### src/rtl/rv32i_defs.sv
// RV32I constants and opcode-class helpers shared by the decode stage.
// Opcode classification lives here so every consumer agrees on the format table.
package rv32i_defs;

   localparam int XLEN = 32;

   localparam logic [6:0] OPC_LUI    = 7'b0110111;
   localparam logic [6:0] OPC_AUIPC  = 7'b0010111;
   localparam logic [6:0] OPC_JAL    = 7'b1101111;
   localparam logic [6:0] OPC_JALR   = 7'b1100111;
   localparam logic [6:0] OPC_BRANCH = 7'b1100011;
   localparam logic [6:0] OPC_LOAD   = 7'b0000011;
   localparam logic [6:0] OPC_STORE  = 7'b0100011;
   localparam logic [6:0] OPC_OPIMM  = 7'b0010011;
   localparam logic [6:0] OPC_OP     = 7'b0110011;

   typedef enum logic [2:0] {
      IMM_NONE,
      IMM_I,
      IMM_S,
      IMM_B,
      IMM_U,
      IMM_J
   } imm_fmt_e;

   function automatic imm_fmt_e imm_format(input logic [6:0] opc);
      imm_fmt_e fmt;
      case (opc)
         OPC_OPIMM, OPC_LOAD, OPC_JALR: fmt = IMM_I;
         OPC_STORE:                     fmt = IMM_S;
         OPC_BRANCH:                    fmt = IMM_B;
         OPC_LUI, OPC_AUIPC:            fmt = IMM_U;
         OPC_JAL:                       fmt = IMM_J;
         default:                       fmt = IMM_NONE;
      endcase
      return fmt;
   endfunction

   function automatic logic uses_rs1(input logic [6:0] opc);
      return !((opc == OPC_LUI) || (opc == OPC_AUIPC) || (opc == OPC_JAL));
   endfunction

   function automatic logic uses_rs2(input logic [6:0] opc);
      return (opc == OPC_BRANCH) || (opc == OPC_STORE) || (opc == OPC_OP);
   endfunction

   // Branches and stores carry immediate bits in the rd field, so rd is forced to 0.
   function automatic logic has_rd(input logic [6:0] opc);
      return !((opc == OPC_BRANCH) || (opc == OPC_STORE));
   endfunction

endpackage

### src/rtl/id_stage_imm_gen.sv
// Combinational RV32I immediate generator: instruction word in, sign-extended immediate out.
module imm_gen #(
   parameter int XLEN = rv32i_defs::XLEN
) (
   input  logic [31:0]     i_instr,
   output logic [XLEN-1:0] o_imm
);
   import rv32i_defs::*;

   imm_fmt_e    w_fmt;
   logic [31:0] w_imm32;

   assign w_fmt = imm_format(i_instr[6:0]);

   always_comb begin
      w_imm32 = '0;
      case (w_fmt)
         IMM_I:   w_imm32 = {{20{i_instr[31]}}, i_instr[31:20]};
         IMM_S:   w_imm32 = {{20{i_instr[31]}}, i_instr[31:25], i_instr[11:7]};
         IMM_B:   w_imm32 = {{19{i_instr[31]}}, i_instr[31], i_instr[7],
                             i_instr[30:25], i_instr[11:8], 1'b0};
         IMM_U:   w_imm32 = {i_instr[31:12], 12'b0};
         IMM_J:   w_imm32 = {{11{i_instr[31]}}, i_instr[31], i_instr[19:12],
                             i_instr[20], i_instr[30:21], 1'b0};
         default: w_imm32 = '0;
      endcase
   end

   assign o_imm = XLEN'($signed(w_imm32));

endmodule

### src/rtl/id_stage.sv
// RV32I decode/operand-fetch stage: EX/WB operand bypass, load-use stall detection
// and the ID/EX pipeline register, fed from fetch over a valid/ready handshake.
module id_stage #(
   parameter int XLEN   = rv32i_defs::XLEN,
   parameter bit FWD_EN = 1'b1
) (
   input  logic            clk,
   input  logic            rst_n,
   input  logic            if_valid,
   output logic            if_ready,
   input  logic [XLEN-1:0] if_pc,
   input  logic [31:0]     if_instr,
   output logic [4:0]      rf_rs1,
   output logic [4:0]      rf_rs2,
   input  logic [XLEN-1:0] rf_rv1,
   input  logic [XLEN-1:0] rf_rv2,
   input  logic            ex_valid,
   input  logic            ex_we,
   input  logic            ex_is_load,
   input  logic [4:0]      ex_rd,
   input  logic [XLEN-1:0] ex_result,
   input  logic            wb_we,
   input  logic [4:0]      wb_rd,
   input  logic [XLEN-1:0] wb_data,
   input  logic            flush,
   output logic            id_valid,
   input  logic            id_ready,
   output logic [XLEN-1:0] id_pc,
   output logic [31:0]     id_instr,
   output logic [XLEN-1:0] id_op1,
   output logic [XLEN-1:0] id_op2,
   output logic [XLEN-1:0] id_imm,
   output logic [4:0]      id_rd
);
   import rv32i_defs::*;

   logic [6:0]      w_opc;
   logic [4:0]      w_rs [2];
   logic [XLEN-1:0] w_rv [2];
   logic [XLEN-1:0] w_op [2];
   logic            w_uses_rs1;
   logic            w_uses_rs2;
   logic            w_stall;
   logic            w_advance;
   logic [4:0]      w_rd;
   logic [XLEN-1:0] w_imm;

   logic            r_valid;
   logic [XLEN-1:0] r_pc;
   logic [31:0]     r_instr;
   logic [XLEN-1:0] r_op1;
   logic [XLEN-1:0] r_op2;
   logic [XLEN-1:0] r_imm;
   logic [4:0]      r_rd;

   assign w_opc      = if_instr[6:0];
   assign w_rs[0]    = if_instr[19:15];
   assign w_rs[1]    = if_instr[24:20];
   assign w_rv[0]    = rf_rv1;
   assign w_rv[1]    = rf_rv2;
   assign rf_rs1     = w_rs[0];
   assign rf_rs2     = w_rs[1];
   assign w_uses_rs1 = uses_rs1(w_opc);
   assign w_uses_rs2 = uses_rs2(w_opc);
   assign w_rd       = has_rd(w_opc) ? if_instr[11:7] : 5'd0;

   // A load in EX has no data yet; hold the consumer one cycle so WB can bypass it.
   assign w_stall = ex_valid & ex_is_load & ex_we & (ex_rd != 5'd0) &
                    (((ex_rd == w_rs[0]) & w_uses_rs1) |
                     ((ex_rd == w_rs[1]) & w_uses_rs2));

   assign w_advance = ~r_valid | id_ready;
   assign if_ready  = w_advance & ~w_stall & ~flush;

   // WB must be bypassed too: the rf write lands on the same edge, after our read.
   always_comb begin
      for (int k = 0; k < 2; k++) begin
         w_op[k] = w_rv[k];
         if (w_rs[k] == 5'd0)
            w_op[k] = '0;
         else if (FWD_EN && ex_valid && ex_we && !ex_is_load && (ex_rd == w_rs[k]))
            w_op[k] = ex_result;
         else if (FWD_EN && wb_we && (wb_rd == w_rs[k]))
            w_op[k] = wb_data;
      end
   end

   imm_gen #(
      .XLEN (XLEN)
   ) u_imm_gen (
      .i_instr (if_instr),
      .o_imm   (w_imm)
   );

   always_ff @(posedge clk or negedge rst_n) begin
      if (!rst_n) begin
         r_valid <= 1'b0;
         r_pc    <= '0;
         r_instr <= '0;
         r_op1   <= '0;
         r_op2   <= '0;
         r_imm   <= '0;
         r_rd    <= '0;
      end else if (flush) begin
         r_valid <= 1'b0;
      end else if (w_advance) begin
         if (w_stall) begin
            r_valid <= 1'b0;
         end else begin
            r_valid <= if_valid;
            r_pc    <= if_pc;
            r_instr <= if_instr;
            r_op1   <= w_op[0];
            r_op2   <= w_op[1];
            r_imm   <= w_imm;
            r_rd    <= w_rd;
         end
      end
   end

   assign id_valid = r_valid;
   assign id_pc    = r_pc;
   assign id_instr = r_instr;
   assign id_op1   = r_op1;
   assign id_op2   = r_op2;
   assign id_imm   = r_imm;
   assign id_rd    = r_rd;

endmodule
### config.mk
export PLATFORM = sky130hd
export DESIGN_NAME = id_stage
export DESIGN_NICKNAME = d
export VERILOG_FILES = /design/src/rtl/rv32i_defs.sv /design/src/rtl/id_stage_imm_gen.sv /design/src/rtl/id_stage.sv
export SDC_FILE = /design/constraint.sdc
export NUM_CORES = 1
export LEC_CHECK = 0
export CAP_MARGIN = 20
export CORE_AREA = 2 2 151 153
export DETAILED_ROUTE_END_ITERATION = 8
export DIE_AREA = 0 0 153 155
export PLACE_DENSITY_LB_ADDON = 0.25
export SETUP_SLACK_MARGIN = 0.3
export SYNTH_ARGS = -nofsm -noshare
export SYNTH_HDL_FRONTEND = slang
export SYNTH_SLANG_ARGS = --single-unit
### constraint.sdc
create_clock -name clk -period 4.9 [get_ports clk]
set_input_delay 0.98 -clock clk [delete_from_list [all_inputs] [get_ports clk]]
set_output_delay 0.98 -clock clk [all_outputs]
set_load 0.01 [all_outputs]
Yosys cells after proc, flatten, opt, wreduce, memory -nomap -nowiden --
Index checks and enable logic that the tools add are counted.
Word-level totals: output and inout bits 177, bits in writable memories 0, memories 0, word-level logic and storage cells 69, latch bits 0, register bits 166, memory bits (read-only) 0, input port bits 211
Cells by class: divide/modulo/power cells 0, reductions and logical operators 19, muxes and demuxes 12, shifts and indexed selects 0, add/subtract/negate cells 0, equal/unequal tests 18, bitwise gates (word level) 13, multiply operators 0, $lt $le $gt $ge 0
Operators by type and width (count):
- 32-bit 2-to-1 mux | 6
- 32-bit case mux with 5 select lines | 1
- 7-bit by 6-bit == test with 1-bit output, second input constant | 3
- 7-bit == test, second input constant | 3
- 5-bit == test | 4
- 3-bit case mux with 5 select lines | 1
- 7-bit by 5-bit == test with 1-bit output, second input constant | 2
- 5-bit logical NOT | 2
- 1-bit bitwise AND | 8
- 7-bit by 2-bit == test with 1-bit output, second input constant | 1
- 3-bit by 2-bit == test with 1-bit output, second input constant | 2
- 3-bit == test, second input constant | 2
- 1-bit logical AND | 6
- 5-bit 2-to-1 mux | 1
- 5-bit nonzero test | 1
- 1-bit logical OR | 4
- 3-bit by 1-bit == test with 1-bit output, second input constant | 1
- 1-bit 2-to-1 mux | 3
- 1-bit NOT | 3
- 3-bit AND reduction | 1
- 3-bit OR reduction | 1
- 1-bit logical NOT | 2
- 1-bit OR | 2
- 2-bit nonzero test | 1
- 2-bit OR reduction | 1

Logic depth before layout (Yosys ltp) --
depth in word-level cells 10, mapped depth 10, mapped depth without buffers 6

Cells and area by module --
A second synthesis with hierarchy kept.
Second synthesis, totals: cells, all modules 814, area total of the unflattened synthesis 8785.9 um2
Modules (own cells, without submodules):
- id_stage | times used 1, area each 8295.5 um2, sequential area each 4154.0 um2, cells each 738
- imm_gen | times used 1, area each 490.5 um2, sequential area each 0.0 um2, cells each 76

Worst setup path after synthesis --
Ideal clock, no wire load.
path kind input -> output, start in ex_rd[1], end out if_ready, data required time 3.920 ns, data arrival time 2.509 ns, slack 1.411 ns, buffers on the path 3, stages 8, cells stage by stage or4_1 o211ai_2 o41a_1 buf_6 nand2_8 inv_6 buf_6 buf_6
On the way: longest elaborated chain between the ends 7, elaborated cells between the ends (all ways) 11, those cells by class eq/ne (2); bitwise (8); reduce/logical (1)
Ends and longest elaborated chain:
- start: declaration | line id_stage.sv:20 | input logic [4:0] ex_rd,
- 5-bit == test (on tied branches) | line id_stage.sv:69, id_stage.sv:70
- 1-bit bitwise AND (on tied branches) | line id_stage.sv:69, id_stage.sv:70
- 1-bit OR | line id_stage.sv:69 | (((ex_rd == w_rs[0]) & w_uses_rs1) |
- 1-bit bitwise AND (*) | line id_stage.sv:68 | assign w_stall = ex_valid & ex_is_load & ex_we & (ex_rd != 5'd0) &
- 1-bit NOT (no source line) (*)
- 1-bit bitwise AND (*) (2 in a row) | line id_stage.sv:73 | assign if_ready = w_advance & ~w_stall & ~flush;
- end: declaration | line id_stage.sv:10 | output logic if_ready,
Every way passes the cells marked *; elsewhere a longest branch is shown, timed or not.

Final worst setup path --
start in if_instr[6], end out if_ready
On the way: longest elaborated chain between the ends 10, elaborated cells between the ends (all ways) 18, those cells by class eq/ne (6); bitwise (7); reduce/logical (5)
Ends and longest elaborated chain:
- start: declaration | line id_stage.sv:12 | input logic [31:0] if_instr,
- 7-bit by 6-bit == test with 1-bit output / 7-bit by 5-bit == test with 1-bit output (equally long branches) | line rv32i_defs.sv:40 | return !((opc == OPC_LUI) || (opc == OPC_AUIPC) || (opc == OPC_JAL));
- 1-bit logical OR (2 in a row) | line rv32i_defs.sv:40
- 1-bit logical NOT | line rv32i_defs.sv:40
- 1-bit bitwise AND | line id_stage.sv:69
- 1-bit OR (*) | line id_stage.sv:69
- 1-bit bitwise AND (*) | line id_stage.sv:68
- 1-bit NOT (no source line) (*)
- 1-bit bitwise AND (*) (2 in a row) | line id_stage.sv:73
Marked as above.

==> summary.md <==
| Metric | Value |
|---|---|
| Result of the run | `completed` |
| Maximum vdd ir drop | `0.236 mV` |
| Switching power | `1.23 mW` |
| Final worst clock skew | `a little under 20 ps` |
| Met1 demand-to-capacity share in global routing | `35.6%` |
| Layer with the highest usage after global routing | `met2` |
| Setup violators final | `0` |
| Remaining max-slew budget at the tightest pin | `35.3%` |
| Minimum hold slack | `just under 500 ps` |
| Number of buffers inserted for hold repair after clock tree synthesis | `0` |
| Ratio of cells with drive above 1 in the final layout | `17.9%` |
| Worst Hold Class | `flip-flop to flip-flop` |
| Net count of the finished layout | `1378` |
| First-iteration detailed-routing DRC count | `approximately 530` |
| Sequential group share of total power | `39.4%` |
| Most common cell after layout, fill and taps aside | `sky130_fd_sc_hd__clkdlybuf4s50_1` |
| M2 GR Usage | `between 40% and 50%` |
| Most frequent CP cell | `sky130_fd_sc_hd__clkdlybuf4s50_1` |
| Clock root buffer | `sky130_fd_sc_hd__clkbuf_16` |
| CP bufs+invs | `3` |
| Capturing element type of the critical path | `primary output` |
| Clock Pin Slew Worst Setup and Hold Paths | `70 ps` |
| Number of setup buffers added after CTS | `0` |
| Final core utilization | `62.0%` |
| Crit-path max cell delay | `650 ps` |
| Mapped Area | `0.00922 sq mm` |
| Number of synthesis warnings | `0` |
| Final worst path period need | `around 4400 ps` |
| Logic depth of the worst setup path including buffers | `7` |
| Hold depth | `1` |
| Level count of the clock H-tree | `4` |
| Clock latency at the later pin of the worst-skew pair | `450 ps` |
| Proportion of power drawn by the clock network | `33.9%` |
| Predominant post-synthesis flop cell | `sky130_fd_sc_hd__dfrtp_1` |
| Inserted Clock Buffers | `17` |
| Longest Clk Path Bufs | `2` |
| Final cell count without fillers | `1466` |
| Kind of critical path | `input pin to primary output` |
| Global-route wire length before repair | `52500 um` |
| Via count of the first global-routing pass | `between 8k and 9k` |
| Switching share of total power | `30.2%` |
| Combinational power share | `between 20% and 30%` |
| Setup repair after global routing missed its margin | `no` |
| Share of the cycle needed by the critical path after routing | `89.7%` |
| Number of enable-type register cells in the synthesized netlist | `0` |
| Endpoint required time on the critical path | `3920 ps` |
| #FFs+latches synth | `roughly 170` |
| Highest Clock Rate | `about 230 MHz` |
| Router iterations before antenna repair | `5` |
| Power after layout | `4.07 mW` |
| Cell row count | `55` |
| Number of design rule violations left after detail routing | `0` |
| Standard cell with the maximum stage delay on the critical path | `sky130_fd_sc_hd__clkdlybuf4s50_1` |
| Total congestion overflow | `0` |
| Final HPWL from detailed placement | `~23000 um` |
| Synthesis-to-layout area growth | `49.6%` |
| Yosys cell types | `64` |
| Core area | `0.0222 sq mm` |
| Leakage dissipation | `5.74 nW` |
| Sequence of cells on the critical path | `clkdlybuf4s50_1 -> or3b_1 -> a21oi_4 -> nand4bb_4 -> nand2_8 -> inv_6 -> clkdlybuf4s50_1` |
| R2R setup slack | `2380 ps` |
| DIE HEIGHT | `155 um` |
| Arrival time worst endpoint | `3410 ps` |
| Top library cells by usage in the layout, fill and taps aside | `sky130_fd_sc_hd__clkdlybuf4s50_1 (386), sky130_fd_sc_hd__dfrtp_1 (166), sky130_fd_sc_hd__mux2_4 (50), sky130_fd_sc_hd__inv_1 (50), sky130_fd_sc_hd__nand4_1 (41)` |
| Startpoint types | `input pin` |
| Number of antenna violations at the first check in global routing | `1` |
| Instance count after placement with tap cells included | `1433` |
| DR WL/cell | `23.2 um` |
| Final weighted congestion of routability-driven global placement | `0.836` |
| Post-synth net total | `1028` |
| Sequential-to-total area share from yosys stat | `between 40% and 50%` |
| Final hold violation count | `0` |
| Total wire length | `around 34000 um` |
| CTS-repair resized insts | `0` |
| Number of port buffers | `387` |
| Clock sink count | `166` |
| Global-route met3 utilization | `approximately 7%` |
| Total global-route track usage | `28.4%` |
| Total power divided by cell area | `~300 mW/mm^2` |
| Initial Utilization | `about two fifths` |
| I/O Pins | `388` |
| Final max-slew violation count | `0` |
| Post-synth ARST share | `100%` |
| X dimension of the die | `153 um` |
| Overall die area | `around 0.024 sq mm` |
| Number of instances in the synthesized netlist | `between 800 and 900` |
| Internal power contribution | `2.84 mW` |
| CP top delay family | `buffers and inverters` |
| Total negative slack for setup checks | `0 ps` |
| Maximum number of pins on one net before global-route repair | `91` |
| Number of vias after detailed routing | `8461` |
| Worst Max-Slew Pin Slew | `approximately 970 ps` |
| # Max-Cap Violations | `0` |
| Number of cell instances on the worst register-to-register path | `7` |
| Detailed-route vias per instance | `slightly below 6` |
| ANT nets after route | `0` |
| Avg Synthesized Cell Area | `roughly 11 sq um` |
| Maximum net fanout on the critical path | `14` |
| Clock tree from TritonCTS | `built` |
flip-flops by register name, summed over array words and instances, names as in the netlist:
signal    flops
id_valid      1
id_instr     32
id_pc        32
id_op1       32
id_imm       32
id_op2       32
id_rd         5
final cells by class:
| class | instances | area [sq um] |
|---|---|---|
| Multi-Input combinational cell | 516 | 4380 |
| Timing Repair Buffer | 415 | 4100 |
| Fill cell | 1808 | 8440 |
| Clock buffer | 18 | 439 |
| Clock inverter | 14 | 156 |
| Sequential cell | 166 | 4150 |
| Tap cell | 285 | 357 |
| Antenna cell | 1 | 2.50 |
| Inverter | 51 | 196 |
synth_stat cells (2+ instances only):
library cell / n / area [sq um]
sky130_fd_sc_hd__dfrtp_1: 166 / 4150
sky130_fd_sc_hd__inv_1: 50 / 188
sky130_fd_sc_hd__mux2_4: 50 / 751
sky130_fd_sc_hd__nand4_1: 41 / 257
sky130_fd_sc_hd__clkbuf_1: 40 / 150
sky130_fd_sc_hd__o21ai_0: 40 / 200
sky130_fd_sc_hd__nand3_1: 38 / 190
sky130_fd_sc_hd__a32o_1: 37 / 370
sky130_fd_sc_hd__nor2_1: 36 / 135
sky130_fd_sc_hd__and4_1: 33 / 289
sky130_fd_sc_hd__mux2_2: 32 / 360
sky130_fd_sc_hd__or2_2: 31 / 194
sky130_fd_sc_hd__a211oi_1: 27 / 203
sky130_fd_sc_hd__o32ai_2: 20 / 325
sky130_fd_sc_hd__buf_4: 19 / 143
sky130_fd_sc_hd__buf_6: 13 / 146
sky130_fd_sc_hd__mux2i_1: 13 / 130
sky130_fd_sc_hd__a21o_1: 11 / 82.6
sky130_fd_sc_hd__a21oi_1: 11 / 55.1
sky130_fd_sc_hd__nand2_1: 11 / 41.3
sky130_fd_sc_hd__xnor2_1: 10 / 87.6
sky130_fd_sc_hd__buf_2: 9 / 45.0
sky130_fd_sc_hd__nand2b_1: 7 / 43.8
sky130_fd_sc_hd__o32ai_1: 7 / 61.3
sky130_fd_sc_hd__xor2_1: 7 / 61.3
sky130_fd_sc_hd__a211o_1: 5 / 43.8
sky130_fd_sc_hd__a22o_1: 4 / 35.0
sky130_fd_sc_hd__and3_1: 3 / 18.8
sky130_fd_sc_hd__or3_1: 3 / 18.8
sky130_fd_sc_hd__or4_1: 3 / 22.5
sky130_fd_sc_hd__a21boi_0: 2 / 15.0
sky130_fd_sc_hd__clkbuf_2: 2 / 10.0
sky130_fd_sc_hd__nand4b_1: 2 / 17.5
sky130_fd_sc_hd__nor2b_1: 2 / 12.5
sky130_fd_sc_hd__o21bai_1: 2 / 15.0
sky130_fd_sc_hd__or2b_1: 2 / 15.0
stage by stage:
stage / setup WS, ps / area [sq um]
floorplan: 1410 / 9220
global placement: 545 / 13200
detailed placement: 542 / 13200
CTS: 540 / 13800
global route: 403 / 13800
finish: 506 / 13800
metal layers:
layer	up-vias	share of wire (%)
met2	467	49
met3	69	7.9
met1	4189	40
met5	-	0
met4	0	2.8
li1	3736	-
cells by family after synthesis:
kind of cell | share of synthesized area [%]
AND/OR/NAND/NOR | 15.5
AO/OA/AOI/OAI | 16.7
flip-flops | 45.1
buffers and inverters | 7.66
multiplexers | 13.5
XOR/XNOR | 1.62
worst paths after layout:
check                            start          end
setup / recovery           if_instr[6]     if_ready
hold / removal              id_op1[12]   id_op1[12]
setup reg to reg              id_valid  id_instr[1]
hold reg to reg             id_op1[12]   id_op1[12]
max in group asynchronous        rst_n    id_pc[28]
min in group asynchronous        rst_n   id_op1[25]
power groups by stage:
stage	combinational (mW)	clock (mW)	sequential (mW)
finish	1.09	1.38	1.60
detailed placement	1.09	0	1.62
global placement	1.07	0	1.62
global route	1.15	1.45	1.62
floorplan	0.380	0	1.69
CTS	1.09	1.39	1.60
(Power assumes the default switching activity.)
